### src/rtl/sc_sched_pkg.sv
// Shared types and constants for the stochastic-computing FIR frame scheduler.
package sc_sched_pkg;

    localparam int PH_W = 2;

    typedef enum logic [1:0] {
        ST_IDLE    = 2'd0,
        ST_WAIT_IN = 2'd1,
        ST_RUN     = 2'd2
    } state_t;

    // Stage-1 tap-bank select per phase, phase 0 in the low bits: 0->3, 1->2, 2->0, 3->1.
    localparam logic [4*PH_W-1:0] MUX_LUT = {2'd1, 2'd0, 2'd2, 2'd3};

    function automatic logic [PH_W-1:0] mux_lookup(input logic [PH_W-1:0] ph);
        return MUX_LUT[{ph, 1'b0} +: PH_W];
    endfunction

    function automatic int frame_len(input int n);
        return 1 << n;
    endfunction

    function automatic int phase_len(input int n);
        return 1 << (n - 2);
    endfunction

endpackage

### src/rtl/sc_frame_scheduler.sv
// Frame scheduler for the shared SC FIR bank: owns the bitstream counter, the sample
// handshake, and the single-clock phase/select/strobe enables consumed by the datapath.
module sc_frame_scheduler
    import sc_sched_pkg::*;
#(
    parameter int N      = 12,
    parameter int NFRM_W = 16
) (
    input  logic              clock,
    input  logic              reset,
    input  logic              start,
    input  logic [NFRM_W-1:0] num_frames,
    input  logic              stop,
    input  logic              in_valid,
    output logic              in_ready,
    output logic              sample_en,
    output logic [N-3:0]      sc_sel,
    output logic [PH_W-1:0]   phase,
    output logic [3:0]        phase_start,
    output logic [3:0]        phase_done,
    output logic [PH_W-1:0]   mux_sel,
    output logic              frame_done,
    output logic              busy,
    output logic              done
);

    state_t            state_reg, state_next;
    logic [N-1:0]      cnt_reg;
    logic [NFRM_W-1:0] frames_left_reg;
    logic              forever_reg;
    logic              stop_pend_reg;
    logic              done_reg;

    logic              run, wait_in, frame_end, exit_run, take_sample;
    logic [N-3:0]      sel_bits;
    logic [PH_W-1:0]   ph_bits;

    always_comb begin
        run         = (state_reg == ST_RUN);
        wait_in     = (state_reg == ST_WAIT_IN);
        sel_bits    = cnt_reg[N-3:0];
        ph_bits     = cnt_reg[N-1:N-2];
        frame_end   = run && (&cnt_reg);
        // A latched count of 1 means this frame's decrement takes it to zero.
        exit_run    = frame_end && (stop_pend_reg || stop ||
                      (!forever_reg && frames_left_reg == NFRM_W'(1)));
        // Stop wins over a simultaneous sample in WAIT_IN: no sample is taken.
        take_sample = wait_in && in_valid && !stop;
    end

    always_ff @(posedge clock) begin
        if (reset) begin
            state_reg <= ST_IDLE;
        end else begin
            state_reg <= state_next;
        end
    end

    always_comb begin
        state_next = state_reg;
        case (state_reg)
            ST_IDLE:    if (start) state_next = ST_WAIT_IN;
            ST_WAIT_IN: begin
                if (stop)          state_next = ST_IDLE;
                else if (in_valid) state_next = ST_RUN;
            end
            ST_RUN:     if (frame_end) state_next = exit_run ? ST_IDLE : ST_WAIT_IN;
            default:    state_next = ST_IDLE;
        endcase
    end

    always_ff @(posedge clock) begin
        if (reset) begin
            cnt_reg         <= '0;
            frames_left_reg <= '0;
            forever_reg     <= 1'b0;
            stop_pend_reg   <= 1'b0;
            done_reg        <= 1'b0;
        end else begin
            done_reg <= (wait_in && stop) || exit_run;
            // Free-running in RUN; wraps to zero at frame end, held at zero elsewhere.
            cnt_reg  <= run ? cnt_reg + N'(1) : '0;
            if (state_reg == ST_IDLE && start) begin
                frames_left_reg <= num_frames;
                forever_reg     <= (num_frames == '0);
                stop_pend_reg   <= 1'b0;
            end else begin
                if (frame_end && !forever_reg)
                    frames_left_reg <= frames_left_reg - NFRM_W'(1);
                if (exit_run)
                    stop_pend_reg <= 1'b0;
                else if (run && stop)
                    stop_pend_reg <= 1'b1;
            end
        end
    end

    always_comb begin
        in_ready    = wait_in && !stop;
        sample_en   = take_sample;
        sc_sel      = sel_bits;
        phase       = ph_bits;
        phase_start = '0;
        phase_done  = '0;
        if (run) begin
            if (sel_bits == '0) phase_start[ph_bits] = 1'b1;
            if (&sel_bits)      phase_done[ph_bits]  = 1'b1;
        end
        mux_sel     = mux_lookup(ph_bits);
        frame_done  = frame_end;
        busy        = (state_reg != ST_IDLE);
        done        = done_reg;
    end

endmodule

### config.mk
export PLATFORM = sky130hd
export DESIGN_NAME = sc_frame_scheduler
export DESIGN_NICKNAME = d
export VERILOG_FILES = /design/src/rtl/sc_sched_pkg.sv /design/src/rtl/sc_frame_scheduler.sv
export SDC_FILE = /design/constraint.sdc
export NUM_CORES = 1
export LEC_CHECK = 0
export ABC_AREA = 1
export CAP_MARGIN = 20
export CORE_ASPECT_RATIO = 1.25
export CORE_MARGIN = 2
export CORE_UTILIZATION = 54
export DETAILED_ROUTE_END_ITERATION = 10
export PLACE_DENSITY_LB_ADDON = 0.1
export SYNTH_ARGS = -nofsm -noshare
export SYNTH_HDL_FRONTEND = slang
export SYNTH_SLANG_ARGS = --single-unit
### constraint.sdc
create_clock -name clock -period 2.7 [get_ports clock]
set_input_delay 0.54 -clock clock [delete_from_list [all_inputs] [get_ports clock]]
set_output_delay 0.54 -clock clock [all_outputs]
set_load 0.01 [all_outputs]
-- Word-level counts from Yosys, hierarchy flattened
Index checks and enable logic that the tools add are counted.
- output and inout port bits: 27
- bits in writable memories: 0
- memories: 0
- bits in read-only memories: 0
- latch bits: 0
- register bits: 33
- bits of input ports: 21
- muxes and demuxes: 14
- $add $sub $neg: 2
- bitwise operators: 1
- magnitude comparators: 2
- shift-type cells: 1
- reduce and logical (&&, ||, !) cells: 26
- div/mod/pow operators: 0
- multiply operators: 0
- eq/ne operators: 6
- operators with widths (kind ; count):
    $mux 16 ; 2
    $eq 16x1->1 const B ; 1
    $logic_not 16->1 ; 1
    $mux 4 ; 4
    $sub 16x1->16 const B ; 1
    $add 12x1->12 const B ; 1
    $reduce_and 12->1 ; 1
    $logic_and 1x1->1 ; 11
    $logic_not 10->1 ; 1
    $reduce_and 10->1 ; 1
    $mux 2 ; 4
    $shiftx 8x4->2 const A ; 1
    $pmux 2 s3 ; 1
    $reduce_bool 2->1 ; 2
    $logic_or 1x1->1 ; 3
    $lt 2x3->1 const B ; 1
    $ne 3x3->1 const B ; 1
    $reduce_and 3->1 ; 1
    $reduce_or 3->1 ; 1
    $demux 1 s2 ; 1
    $eq 2x1->1 const B ; 1
    $eq 2x2->1 const B ; 1
    $ge 2x1->1 const B ; 1
    $logic_not 1->1 ; 2
    6 further kinds ; 7

-- Logic depth before layout (Yosys ltp)
Gate-level depths: netlist of run 1.
- depth in word-level cells: 7
- mapped depth: 9

-- Least setup slack after synthesis of run 1
No wires, ideal clock.
- path type: register -> output
- from: reg cnt_reg[10]
- to: out phase_start[3]
- cell stages (with the launch flop): 6
- path slack: 0.966 ns
- arrival: 1.194 ns
- path buffers: 0
- path through: dfxtp_1 > ha_1 > inv_1 > nor2_2 > inv_1 > nor3_1
- longest elaborated chain between the ends: 6
- elaborated cells on any way between the ends: 7
- classes of those cells: 2 x order compare; 4 x mux; 1 x reduce/logical
- RTL lines (what ; line ; text):
    from (decl) ; sc_frame_scheduler.sv:28 ; logic [N-1:0] cnt_reg;
    from (signal assigned) ; sc_frame_scheduler.sv:82 ; cnt_reg <= run ? cnt_reg + N'(1) : '0;
    $lt 2x3->1 (implied by the code) / $ge 2x1->1 (equally long branches) ; sc_frame_scheduler.sv:106 ; if (sel_bits == '0) phase_start[ph_bits] = 1'b1;
    $logic_and 1x1->1 (implied by the code) ; sc_frame_scheduler.sv:106 ;
    $mux 1 (implied by the code) ; sc_frame_scheduler.sv:106 ;
    $demux 1 s2 (*) ; sc_frame_scheduler.sv:106 ;
    $mux 4 (*) ; sc_frame_scheduler.sv:106 ;
    $mux 4 (*) ; sc_frame_scheduler.sv:105 ; if (run) begin
    to (decl) ; sc_frame_scheduler.sv:19 ; output logic [3:0] phase_start,
Every way passes the cells marked *; elsewhere a longest branch is shown, timed or not.

-- Final worst setup path of run 1
- from: reg cnt_reg[2]
- to: out frame_done
- longest elaborated chain between the ends: 2
- RTL lines (what ; line ; text):
    $reduce_and 12->1 ; sc_frame_scheduler.sv:43 ; frame_end = run && (&cnt_reg);
    $logic_and 1x1->1 ; sc_frame_scheduler.sv:43 ;
    to (decl) ; sc_frame_scheduler.sv:22 ; output logic frame_done,
Every way passes these cells.

==> impl_metrics.py, run 1 <==
metrics = {
    "global_routing": {
        "grtUsageTotal_pct": 25.1,
        "grt_max_degree": 17,
        "antenna_found_initial": 0,
        "grt_pass1_vias": 2026,
        "grt_pass1_wl_um": 8540,
        "grt_overflow_total": 0,
    },
    "routing": {
        "drt-initial-drc-count": 101,
        "vias": 2172,
        "drcViolationCount": 0,
        "viasPerCell": 5.15,
        "dr.pass1.iters": 4,
        "ant_nets": 0,
        "avgRoutedWirePerCell_um": 12.1,
        "wirelength_um": 5130,
    },
    "synthesis": {
        "syn_area_per_cell_um2": 6.70,
        "synth_cells": 316,
        "synthTopCellsByArea": "dfxtp_1 31%, nor2_1 11%, nand2_1 8.5%",
        "synth.largest_area_cell": "dfxtp_1",
        "synth_seq_cells": 33,
        "synthesis.nets": 345,
        "syn_area_um2": 2120,
        "yosysSeqAreaShare_pct": 31.2,
        "async_flop_share_pct": 0,
        "synth_commonest_cells": "62 x nor2_1, 48 x nand2_1, 41 x inv_1, 33 x dfxtp_1, 25 x nand3_1",
        "synth_cell_type_count": 32,
        "synth-main-ff-cell": "dfxtp_1",
        "yosys.area.top_type_share_pct": 31.2,
        "yosysMostFrequentCell": "nor2_1",
        "yosys_warnings": 0,
        "synth_edf_count": 0,
    },
    "sta": {
        "rsz0062_at_grt": "false",
        "setup_viol": 0,
        "fin_setup_tns_ns": 0,
        "worstMarginPinSlew_ns": 0.552,
        "hold_viol": 0,
        "drv_slew": 0,
        "clock-skew-final_ns": 0.00714,
        "fin_crit_ns": 2.51,
        "fmax_ghz": 0.399,
        "max_slew_margin_pct": 63.1,
        "period_share_pct": 92.8,
    },
    "worst_setup_path": {
        "setup.worst_path.class": "reg -> out",
        "cp_max_fo": 8,
        "r2r-end": "frames_left_reg[1]$_SDFFE_PP0P_",
        "cp-start-kind": "register",
        "rrSetupSlack_ns": 0.83,
        "r2r_cells": 8,
        "worstPathArrival_ns": 1.97,
        "crit_required_ns": 2.16,
        "endpoint_kind": "output port",
        "r2r_start": "cnt_reg[0]$_SDFF_PP0_",
    },
    "cells_and_area": {
        "area_delta_synth_final_pct": 28.8,
        "largest_register_ff_count": 16,
        "fin_nets": 397,
        "seqCellArea_um2": 661,
        "final_layout_size_suffix_gt1_share_pct": 9.51,
        "multi_input_area_um2": 1260,
        "fillers": 332,
        "antenna_cells": 0,
        "post-route-util_pct": 72.0,
    },
    "clock_network": {
        "clk-insertion-delay-late_ns": 0.28,
        "cts_resized": 0,
        "tritoncts": "done",
        "holdBufCountCts": 0,
        "clock-sinks": 33,
        "cts_setup_buffers": 0,
        "cts_buffers": 5,
        "cts_root_buf": "clkbuf_8",
        "cts_max_level": 2,
        "clockBufferDepth": 2,
        "cts.clk_slew.worst_paths_ns": 0.07,
    },
    "run": {
        "maxCapViolCount": 0,
    },
    "die": {
        "coreArea_um2": 3780,
        "dieArea_um2": 4440,
        "initial_core_util_pct": 55.9,
        "rows": 25,
        "dieWidth_um": 60.0,
        "die_y_um": 74.0,
        "io-pin-count": 48,
    },
    "placed_design": {
        "gp_congestion": 1.00,
        "io_buffers": 47,
        "dp_hpwl_um": 3960,
    },
    "pwr": {
        "cellLeakagePower_nw": 1.07,
        "powerDensity_nw_per_um2": 471,
        "peakVddDrop_uv": 301,
        "finalPower_mw": 1.28,
    },
    "min_path": {
        "worst_hold_path.num_cells": 2,
        "hold_path_class": "reg -> reg",
        "min_from": "forever_reg$_SDFFE_PP0P_",
        "whs_endpoint": "forever_reg$_SDFFE_PP0P_",
    },
    "status": {
        "status": "finished clean",
    },
}
-- cells by family (layout without fill, tap and decap cells) --
group                    count (synthesis)  after routing  share of synthesized area, %
adder cells (fa/ha/maj)                  8              8                          4.73
AO/OA/AOI/OAI                           42             42                          10.8
buffers and inverters                   47             99                          9.22
XOR/XNOR                                 8              8                          3.31
flip-flops                              33             33                          31.2
AND/OR/NAND/NOR                        178            178                          40.8
-- layout make-up --
type	count	area share, %
Sequential cell	33	24.2
Clock buffer	7	3.17
Inverter	42	5.78
Multi-Input combinational cell	236	46.3
Tap cell	54	2.48
Timing Repair Buffer	50	18.1
-- metal layers --
metal / GRT usage [%] / part of all wire, % / vias to the layer above
met5: 0 / 0 / -
met4: 7.90 / 1.7 / 0
met3: 4.35 / 4.7 / 11
met2: 47.1 / 52 / 56
met1: 28.2 / 41 / 984
li1: - / - / 1121
-- worst max-delay path by stage --
stage | endpoint | startpoint | slack [ns] | cells after the start
CTS | frame_done | cnt_reg[2]$_SDFF_PP0_ | 0.17 | 5
floorplan | phase_start[3] | cnt_reg[10]$_SDFF_PP0_ | 0.97 | 5
detailed placement | sample_en | stop | 0.26 | 7
finish | frame_done | cnt_reg[2]$_SDFF_PP0_ | 0.19 | 5
global placement | sample_en | stop | 0.29 | 7
global route | phase_done[2] | cnt_reg[2]$_SDFF_PP0_ | 0.03 | 5
-- metrics by stage --
| stage | hold slack, ns | setup WS, ns | std cells | instance area [µm²] |
|---|---|---|---|---|
| 2_1_floorplan | 0.450 | 0.966 | 316 | 2120 |
| 3_3_place_gp | 0.456 | 0.289 | 415 | 2640 |
| 3_5_place_dp | 0.468 | 0.263 | 415 | 2640 |
| 4_1_cts | 0.477 | 0.175 | 422 | 2730 |
| 5_1_grt | 0.496 | 0.0330 | 422 | 2730 |
| 6_report | 0.476 | 0.195 | 422 | 2730 |
-- worst max-delay path, cell delays in order, from the launching register on --
cell and delay (ns):
dfxtp_1 0.46, nand2_2 0.12, nor2_1 0.15, nand3_2 0.17, nor2_2 0.20, clkdlybuf4s50_1 0.58
-- power by group --
| part | internal (mW) | switching, mW |
|---|---|---|
| logic | 0.154 | 0.209 |
| registers | 0.520 | 0.0338 |
| clock network | 0.202 | 0.165 |
-- layout by cell type, fill, tap and decap left out, drive strengths merged --
cell type      instances
a21oi                 18
buf                    3
clkbuf                 7
clkdlybuf4s50         47
dfxtp                 33
ha                     8
inv                   42
nand2                 53
nand3                 27
nand3b                 2
nand4                  2
nor2                  65
nor3                  14
nor4                   8
o211ai                 1
o21ai                 20
o21bai                 3
or2                    7
xnor2                  5
xor2                   3
Note: power is estimated with default switching activity, not from simulation.
==> run 2, diff against run 1 <==
--- a/config.mk
+++ b/config.mk
@@ -10,6 +10,7 @@
 export CORE_ASPECT_RATIO = 1.25
 export CORE_MARGIN = 2
 export CORE_UTILIZATION = 54
+export CTS_CLUSTER_DIAMETER = 30
 export DETAILED_ROUTE_END_ITERATION = 10
 export PLACE_DENSITY_LB_ADDON = 0.1
 export SYNTH_ARGS = -nofsm -noshare
==> results of run 2 <==
The final DEF is identical to that of run 1; final timing and power are the same.
==> run 3, diff against run 2 <==
--- a/config.mk
+++ b/config.mk
@@ -12,7 +12,9 @@
 export CORE_UTILIZATION = 54
 export CTS_CLUSTER_DIAMETER = 30
 export DETAILED_ROUTE_END_ITERATION = 10
+export MAX_ROUTING_LAYER = met4
 export PLACE_DENSITY_LB_ADDON = 0.1
+export RECOVER_POWER = 100
 export SYNTH_ARGS = -nofsm -noshare
 export SYNTH_HDL_FRONTEND = slang
 export SYNTH_SLANG_ARGS = --single-unit
==> impl_metrics.py, run 3 (same netlist as run 1, synthesis figures left out) <==
metrics = {
    "placed_design": {
        "dp_cells": 415,
        "dp_hpwl_um": 3960,
        "io_buffers": 47,
        "gp_congestion": 1.02,
        "place_area_um2": 2640,
        "dp_slack_ns": 0.263,
    },
    "cells_and_area": {
        "area_delta_synth_final_pct": 27.1,
        "final_layout_size_suffix_gt1_share_pct": 8.15,
        "largest_register_ff_count": 16,
        "fin_cells": 422,
        "post-route-util_pct": 71.1,
        "layout_common_cells": "62 x nor2_1, 48 x nand2_1, 42 x inv_1",
        "fin_area_um2": 2690,
        "antenna_cells": 0,
        "fin_nets": 397,
        "final_common_cell": "nor2_1",
    },
    "clock_network": {
        "cts_resized": 0,
        "clock-sinks": 33,
        "tritoncts": "done",
        "cts_root_buf": "clkbuf_8",
        "cts.clk_slew.worst_paths_ns": 0.06,
        "cts_max_level": 2,
        "cts_buffers": 5,
        "clk-insertion-delay-late_ns": 0.27,
        "clockBufferDepth": 2,
        "holdBufCountCts": 0,
        "cts_setup_buffers": 0,
    },
    "global_routing": {
        "grtUsageTotal_pct": 25.9,
        "grt_max_degree": 17,
        "antenna_found_initial": 0,
        "grt_overflow_total": 0,
        "grt_pass1_wl_um": 8540,
        "grt_pass1_vias": 2028,
    },
    "routing": {
        "vias": 2178,
        "avgRoutedWirePerCell_um": 12.0,
        "drcViolationCount": 0,
        "drt-initial-drc-count": 98,
        "dr.pass1.iters": 4,
        "viasPerCell": 5.16,
        "wirelength_um": 5080,
        "ant_nets": 0,
    },
    "worst_setup_path": {
        "crit_required_ns": 2.16,
        "cp-start-kind": "input pin",
        "worstPathArrival_ns": 1.96,
        "endpoint_kind": "output port",
        "cp_max_fo": 3,
        "setup.worst_path.class": "in -> out",
    },
    "min_path": {
        "hold_path_class": "reg -> reg",
    },
    "run": {
        "maxCapViolCount": 0,
    },
    "sta": {
        "drv_slew": 0,
        "fin_crit_ns": 2.50,
        "hold_viol": 0,
        "setup_viol": 0,
        "setup_slack_ns": 0.203,
        "whs_ns": 0.476,
        "worstMarginPinSlew_ns": 0.545,
        "max_slew_margin_pct": 63.6,
        "fmax_ghz": 0.400,
        "fin_setup_tns_ns": 0,
        "rsz0062_at_grt": "false",
        "period_share_pct": 92.5,
        "clock-skew-final_ns": 0.00714,
    },
    "pwr": {
        "powerDensity_nw_per_um2": 474,
        "finalPower_mw": 1.28,
        "peakVddDrop_uv": 303,
        "cellLeakagePower_nw": 1.11,
    },
    "die": {
        "io-pin-count": 48,
        "rows": 25,
        "coreArea_um2": 3780,
        "initial_core_util_pct": 55.9,
        "die_y_um": 74.0,
        "dieWidth_um": 60.0,
        "dieArea_um2": 4440,
    },
    "status": {
        "status": "finished clean",
    },
}
-- run 3: layer usage --
layer / up-vias / wire length (µm) / share of wire (%) / global-route usage (%)
met4: 0 / 85 / 1.7 / 7.90
met3: 11 / 244 / 4.8 / 4.35
li1: 1127 / - / - / -
met5: - / 0 / 0 / -
met2: 60 / 2690 / 53 / 47.1
met1: 980 / 2060 / 41 / 28.2
-- run 3: critical path: stages --
cell             delay, ns
clkdlybuf4s50_1       0.47
inv_1                 0.07
nand3_1               0.11
inv_1                 0.06
nand2_1               0.07
inv_1                 0.04
dlygate4sd3_1         0.59
-- run 3: path summary, 6_finish.rpt --
check | endpoint | depth (start not counted) | start | slack, ns
max reg2reg | frames_left_reg[12]$_SDFFE_PP0P_ | 8 | cnt_reg[0]$_SDFF_PP0_ | 0.31
min reg2reg | forever_reg$_SDFFE_PP0P_ | 2 | forever_reg$_SDFFE_PP0P_ | 0.48
max | sample_en | 7 | stop | 0.20
min | forever_reg$_SDFFE_PP0P_ | 2 | forever_reg$_SDFFE_PP0P_ | 0.48
-- run 3: final cells by class --
type,count,area (µm²)
Multi-Input combinational cell,236,1230
Timing Repair Buffer,50,487
Clock buffer,7,86.3
Sequential cell,33,661
Fill cell,340,1090
Tap cell,54,67.6
Inverter,42,158
-- run 3: where the power goes --
group	internal [mW]	leakage, nW	switching [mW]
clock network	0.202	0.0443	0.163
registers	0.520	0.270	0.0336
logic	0.148	0.797	0.208
